[config.mk]
export PLATFORM = sky130hd
export DESIGN_NAME = vga_timing_controller
export DESIGN_NICKNAME = d
export VERILOG_FILES = /design/src/rtl/vga_timing_pkg.sv /design/src/rtl/timing_axis.sv /design/src/rtl/vga_timing_controller.sv
export SDC_FILE = /design/constraint.sdc
export NUM_CORES = 1
export LEC_CHECK = 0
export CORE_ASPECT_RATIO = 1.2
export CORE_MARGIN = 5
export CORE_UTILIZATION = 60
export DETAILED_ROUTE_END_ITERATION = 16
export PLACE_DENSITY = 0.8
export SETUP_SLACK_MARGIN = 0.4
export SLEW_MARGIN = 20
export SYNTH_ARGS = -nofsm -noshare
export SYNTH_HDL_FRONTEND = slang
export SYNTH_SLANG_ARGS = --single-unit
[constraint.sdc]
create_clock -name clk_i -period 10.5 [get_ports clk_i]
set_clock_uncertainty 0.05 [all_clocks]
set_input_delay 2.1 -clock clk_i [delete_from_list [all_inputs] [get_ports clk_i]]
set_output_delay 2.1 -clock clk_i [all_outputs]
set_load 0.005 [all_outputs]
[src/rtl/vga_timing_pkg.sv]
// Shared definitions for the VGA timing controller: phase encoding,
// configuration selector codes and the 640x480 default timing.
package vga_timing_pkg;

  // Width of every length register and of the per-axis counters.
  localparam int LEN_W   = 10;
  localparam int NUM_SEL = 8;

  // Order in which each axis walks through a line/frame.
  typedef enum logic [1:0] {
    FRONT_PORCH = 2'd0,
    SYNC        = 2'd1,
    BACK_PORCH  = 2'd2,
    ACTIVE      = 2'd3
  } phase_e;

  // Configuration register selectors.
  localparam logic [2:0] SEL_H_FP = 3'd0;
  localparam logic [2:0] SEL_H_SP = 3'd1;
  localparam logic [2:0] SEL_H_BP = 3'd2;
  localparam logic [2:0] SEL_H_AV = 3'd3;
  localparam logic [2:0] SEL_V_FP = 3'd4;
  localparam logic [2:0] SEL_V_SP = 3'd5;
  localparam logic [2:0] SEL_V_BP = 3'd6;
  localparam logic [2:0] SEL_V_AV = 3'd7;

  // 640x480 @ 60 Hz defaults.
  localparam int DEF_H_FP = 16;
  localparam int DEF_H_SP = 96;
  localparam int DEF_H_BP = 48;
  localparam int DEF_H_AV = 640;
  localparam int DEF_V_FP = 10;
  localparam int DEF_V_SP = 2;
  localparam int DEF_V_BP = 33;
  localparam int DEF_V_AV = 480;

  // A zero length would stall an axis forever, so it is refused. The
  // active-length upper bound of 1023 is the full range of the 10-bit
  // data bus, so no wider value can ever arrive to be refused.
  function automatic logic cfg_data_ok(input logic [LEN_W-1:0] data);
    return data != '0;
  endfunction

endpackage

[src/rtl/timing_axis.sv]
// One timing axis: phase state plus a phase counter that advances on adv_i
// and moves to the next phase when the count reaches the phase length - 1.
module timing_axis
  import vga_timing_pkg::*;
(
  input  logic             clk_i,
  input  logic             rst_i,
  input  logic             adv_i,
  input  logic [LEN_W-1:0] len_fp_i,
  input  logic [LEN_W-1:0] len_sp_i,
  input  logic [LEN_W-1:0] len_bp_i,
  input  logic [LEN_W-1:0] len_av_i,
  output logic [1:0]       phase_o,
  output logic [LEN_W-1:0] count_o,
  output logic             last_o
);

  phase_e           phase_q, phase_d;
  logic [LEN_W-1:0] count_q, count_d;
  logic [LEN_W-1:0] len_cur;

  // Select the length of the phase currently being counted.
  always_comb begin
    len_cur = len_fp_i;
    unique case (phase_q)
      FRONT_PORCH: len_cur = len_fp_i;
      SYNC:        len_cur = len_sp_i;
      BACK_PORCH:  len_cur = len_bp_i;
      ACTIVE:      len_cur = len_av_i;
      default:     len_cur = len_fp_i;
    endcase
  end

  assign last_o = (count_q == len_cur - LEN_W'(1));

  // Advance the counter; on the last count wrap to 0 and step the phase.
  always_comb begin
    phase_d = phase_q;
    count_d = count_q;
    if (adv_i) begin
      if (last_o) begin
        count_d = '0;
        unique case (phase_q)
          FRONT_PORCH: phase_d = SYNC;
          SYNC:        phase_d = BACK_PORCH;
          BACK_PORCH:  phase_d = ACTIVE;
          ACTIVE:      phase_d = FRONT_PORCH;
          default:     phase_d = FRONT_PORCH;
        endcase
      end else begin
        count_d = count_q + LEN_W'(1);
      end
    end
  end

  // Phase and counter state registers.
  always_ff @(posedge clk_i or posedge rst_i) begin
    if (rst_i) begin
      phase_q <= FRONT_PORCH;
      count_q <= '0;
    end else begin
      phase_q <= phase_d;
      count_q <= count_d;
    end
  end

  assign phase_o = phase_q;
  assign count_o = count_q;

endmodule

[src/rtl/vga_timing_controller.sv]
// VGA timing generator with a run-time reconfigurable timing set. Writes
// land in pending registers; an armed commit copies them into the active
// registers only at frame end so a frame is never torn.
module vga_timing_controller
  import vga_timing_pkg::*;
#(
  parameter int H_FP = DEF_H_FP,
  parameter int H_SP = DEF_H_SP,
  parameter int H_BP = DEF_H_BP,
  parameter int H_AV = DEF_H_AV,
  parameter int V_FP = DEF_V_FP,
  parameter int V_SP = DEF_V_SP,
  parameter int V_BP = DEF_V_BP,
  parameter int V_AV = DEF_V_AV
) (
  input  logic       clk_i,
  input  logic       rst_i,
  input  logic       cfg_valid_i,
  output logic       cfg_ready_o,
  input  logic [2:0] cfg_sel_i,
  input  logic [9:0] cfg_data_i,
  input  logic       cfg_commit_i,
  output logic       cfg_err_o,
  output logic       hsync_o,
  output logic       vsync_o,
  output logic       active_video_o,
  output logic [9:0] pixel_x_o,
  output logic [9:0] pixel_y_o,
  output logic       line_start_o,
  output logic       frame_start_o
);

  localparam logic [LEN_W-1:0] LEN_RST [NUM_SEL] = '{
    LEN_W'(H_FP), LEN_W'(H_SP), LEN_W'(H_BP), LEN_W'(H_AV),
    LEN_W'(V_FP), LEN_W'(V_SP), LEN_W'(V_BP), LEN_W'(V_AV)
  };

  logic [LEN_W-1:0] pend_q [NUM_SEL];
  logic [LEN_W-1:0] pend_d [NUM_SEL];
  logic [LEN_W-1:0] act_q  [NUM_SEL];
  logic [LEN_W-1:0] act_d  [NUM_SEL];
  logic             armed_q, armed_d;
  logic             err_q, err_d;

  logic [1:0]       h_phase, v_phase;
  logic [LEN_W-1:0] h_count, v_count;
  logic             h_last, v_last;
  logic             h_line_end, frame_end, wr_accept;

  timing_axis u_h_axis (
    .clk_i    (clk_i),
    .rst_i    (rst_i),
    .adv_i    (1'b1),
    .len_fp_i (act_q[SEL_H_FP]),
    .len_sp_i (act_q[SEL_H_SP]),
    .len_bp_i (act_q[SEL_H_BP]),
    .len_av_i (act_q[SEL_H_AV]),
    .phase_o  (h_phase),
    .count_o  (h_count),
    .last_o   (h_last)
  );

  timing_axis u_v_axis (
    .clk_i    (clk_i),
    .rst_i    (rst_i),
    .adv_i    (h_line_end),
    .len_fp_i (act_q[SEL_V_FP]),
    .len_sp_i (act_q[SEL_V_SP]),
    .len_bp_i (act_q[SEL_V_BP]),
    .len_av_i (act_q[SEL_V_AV]),
    .phase_o  (v_phase),
    .count_o  (v_count),
    .last_o   (v_last)
  );

  assign h_line_end = (h_phase == ACTIVE) && h_last;
  assign frame_end  = h_line_end && (v_phase == ACTIVE) && v_last;
  assign wr_accept  = cfg_valid_i && cfg_ready_o;

  // Configuration: accept/reject writes, arm commits, apply at frame end.
  // The write is evaluated before the arm so a same-cycle write is included.
  always_comb begin
    pend_d  = pend_q;
    act_d   = act_q;
    armed_d = armed_q;
    err_d   = 1'b0;
    if (wr_accept) begin
      if (cfg_data_ok(cfg_data_i)) begin
        pend_d[cfg_sel_i] = cfg_data_i;
      end else begin
        err_d = 1'b1;
      end
    end
    if (cfg_commit_i && !armed_q) begin
      armed_d = 1'b1;
    end
    if (armed_q && frame_end) begin
      act_d   = pend_q;
      armed_d = 1'b0;
    end
  end

  // Configuration state registers; reset discards pending writes and commits.
  always_ff @(posedge clk_i or posedge rst_i) begin
    if (rst_i) begin
      pend_q  <= LEN_RST;
      act_q   <= LEN_RST;
      armed_q <= 1'b0;
      err_q   <= 1'b0;
    end else begin
      pend_q  <= pend_d;
      act_q   <= act_d;
      armed_q <= armed_d;
      err_q   <= err_d;
    end
  end

  // Moore output decode straight from the state registers.
  assign cfg_ready_o    = !armed_q;
  assign cfg_err_o      = err_q;
  assign hsync_o        = (h_phase != SYNC);
  assign vsync_o        = (v_phase != SYNC);
  assign active_video_o = (h_phase == ACTIVE) && (v_phase == ACTIVE);
  assign pixel_x_o      = (h_phase == ACTIVE) ? h_count : '0;
  assign pixel_y_o      = (v_phase == ACTIVE) ? v_count : '0;
  assign line_start_o   = (h_phase == ACTIVE) && (h_count == '0);
  assign frame_start_o  = line_start_o && (v_phase == ACTIVE) && (v_count == '0);

endmodule

==> metrics.md <==
| Metric | Value |
|---|---|
| I/O pins | `44` |
| Crit. End Element | `flip-flop` |
| Horiz. Die Dim | `121 um` |
| CTS Buf Count | `17` |
| DR iter-0 viols | `383` |
| WP data arrival | `5.55 ns` |
| Critical path data required time | `10.76 ns` |
| Global-route wire length before repair | `31.7 mm` |
| Port Buf Inserts | `43` |
| Floorplan row count | `48` |
| Reg-to-Reg Start | `u_v_axis.phase_o[1]$_DFFE_PP0P_` |
| Routed Wire Length | `19.1 mm` |
| Worst Hold End | `act_q[1]$_DFFE_PP0P_` |
| Vias in the first global route | `6159` |
| Clock Tree Root | `clkbuf_16` |
| Final period util | `50.4%` |
| Register area | `4690 um2` |
| Die Ht | `143 um` |
| Leak | `0.00465 uW` |
| Most frequent cells in the layout | `155 x mux2_2, 154 x dfrtp_1, 43 x clkdlybuf4s50_1, 33 x nand2_1, 32 x dfstp_2` |
| Synth Register Bits | `186` |
| Diode count | `0` |
| Most common cell after layout, fill and taps aside | `mux2_2` |
| Worst R2R Path Depth | `14` |
| Area of the multi-input gates | `3840 um2` |
| Starting Density | `61.3%` |
| Synthesis-to-finish area growth | `12.5%` |
| Layout Nets | `767` |
| Clock buffer depth | `2` |
| RSZ-0062 raised after global routing | `false` |
| Die Area | `17300 um2` |
| GRT Overall Usage | `23.5%` |
| Hold buffers post-CTS | `0` |
| Pwr/cell area | `144 nW/um2` |
| Relative slew slack | `30.4%` |
| Final setup violating endpoints | `0` |
| Vias per cell | `5.99` |
| Initial antenna violation count | `0` |
| Drt pass-1 iters | `5` |
| DP Area | `9360 um2` |
| Syn_area_per_cell | `12.5 um2` |
| Worst Hold Path Cells | `1` |
| Status | `complete, no violations` |
| Hold Startpoint | `pend_q[1]$_DFFE_PP0P_` |
| Fillcell total | `1013` |
| Hold slack | `0.439 ns` |
| Wirelength per Cell | `20.1 um` |
| Fin crit period | `5.29 ns` |
| Routed Antenna Nets | `0` |
| Sequential-to-total area share from yosys stat | `52.9%` |
| Setup slack, reg-to-reg | `5.21 ns` |
| Yosys top cell by area | `dfrtp_1` |
| Crit Path Max Fanout | `81` |
| Slew Limit Fails | `0` |
| Syn Nets | `740` |
| Dpl hpwl | `12.4 mm` |
| Largest net degree at the start of global routing | `112` |
| Clk slew on worst S/H paths | `0.07 ns` |
| CTS tree | `yes` |
| Sum Neg Setup Slack | `0 ns` |
| Clock Latency Late Sink | `0.43 ns` |
| RR Endpoint | `act_q[1]$_DFFE_PP0P_` |
| Vias | `5689` |
| Ys flop type | `dfrtp_1` |
| Gate Count Post-Synth | `709` |
| Max cap viols | `0` |
| Yosys top cell area share | `43.5%` |
| Post-synth ARST share | `100%` |
| WS Path Type | `flip-flop to flip-flop` |
| Setup Buffers After CTS | `0` |
| Yosys synthesis warning count | `0` |
| Share of layout cells above drive strength 1 | `30.8%` |
| Post-Syn Area | `8870 um2` |
| RD Place Congestion | `0.883` |
| Core Area | `14500 um2` |
| Slew at the pin with the worst max-slew slack | `1.04 ns` |
| HP Class | `flip-flop to flip-flop` |
| Crit path launch type | `flip-flop` |
| Fin. Hold Viols | `0` |
| Global route overflow | `0` |
| Cts repair resizes | `0` |
| CTS sink count | `186` |
| H-tree levels | `4` |
| Synth cell types | `55` |
| Post-synth EDFFs | `0` |
| VDD IR max | `0.000124 V` |
| Post-route DRC | `0` |
| Post-route design area | `9980 um2` |
| Largest cells by area after synthesis | `dfrtp_1 43%, mux2_2 20%, dfstp_2 9.5%` |
| Peak Freq | `0.189 GHz` |
## stage by stage
step           instances  worst slack [ns]  total power [uW]  utilization, %
5_1_grt              949              4.82              1480            68.9
4_1_cts              949              5.27              1440            68.9
2_1_floorplan        709              3.35               767               -
3_5_place_dp         917              5.36               788            64.7
6_report             949              5.21              1430            68.9
3_3_place_gp         917              5.42               785            64.7
## area by class of cell
class / instances / area share (%)
clock buffers: 22 / 4.75
clock inverters: 10 / 1.38
inverters: 31 / 1.22
multi-input cells: 454 / 38.5
flip-flops and latches: 186 / 47.1
well taps: 200 / 2.51
repair buffers: 46 / 4.54
## flip-flops by register name, summed over array words and instances (netlist names)
name / flops
armed_q: 1
u_v_axis.phase_o: 2
u_h_axis.phase_o: 2
u_v_axis.count_o: 10
cfg_err_o: 1
u_h_axis.count_o: 10
pend_q: 80
act_q: 80
## cell usage after synthesis, types with 10 or more instances
master,number
nor2_1,29
and2_1,20
dfrtp_1,154
mux2_2,155
a21oi_1,13
xnor2_1,19
inv_1,31
o21ai_0,10
ha_1,14
xor2_1,12
mux2i_1,11
nand2_1,33
clkbuf_1,24
nor2b_1,12
dfstp_2,32
nand3_1,18
a222oi_1,16
## per-layer routing
layer,GRT usage (%),wire length [um]
met1,30.5,8220
met4,10.5,581
met3,4.20,795
met5,0,0
met2,38.7,9460
## worst max path at each step
stage | from | endpoint | slack (ns) | cells after the start
2_1_floorplan | rst_i | act_q[0]$_DFFE_PP0P_ | 3.35 | 1
3_3_place_gp | u_v_axis.phase_o[1]$_DFFE_PP0P_ | act_q[0]$_DFFE_PP0P_ | 5.42 | 14
3_5_place_dp | u_v_axis.phase_o[0]$_DFFE_PP0P_ | act_q[1]$_DFFE_PP0P_ | 5.36 | 14
4_1_cts | u_v_axis.phase_o[1]$_DFFE_PP0P_ | act_q[1]$_DFFE_PP0P_ | 5.27 | 14
5_1_grt | u_v_axis.phase_o[0]$_DFFE_PP0P_ | act_q[1]$_DFFE_PP0P_ | 4.82 | 14
6_report | u_v_axis.phase_o[1]$_DFFE_PP0P_ | act_q[1]$_DFFE_PP0P_ | 5.21 | 14
## cells by family after synthesis
kind of cell	synth area share, %
flops	52.9
compound gates	6.90
fa+ha+maj	1.98
simple gates	9.48
xor+xnor	3.32
buf+inv	3.68
mux	21.7
## power by group
group	leakage [uW]	switching [uW]	internal [uW]	total (uW)
Sequential	0.00245	5.60	730	736
Clock	0.000297	266	394	660
Combinational	0.00191	24.0	14.2	38.2
Total	0.00465	296	1140	1430
## critical path: stages (launching register included)
cell and delay, ns:
dfrtp_1 0.40, ha_1 0.81, a21oi_1 0.19, o2bb2ai_1 0.28, ha_1 0.31, and3b_1 0.17
a41oi_1 0.44, nor2_1 0.14, xor2_1 0.17, o211ai_1 0.21, o31ai_1 0.14, a2111oi_4 0.76
nand4_4 0.13, buf_4 0.46, mux2_1 0.45
Power figures use the tool's default switching activity.
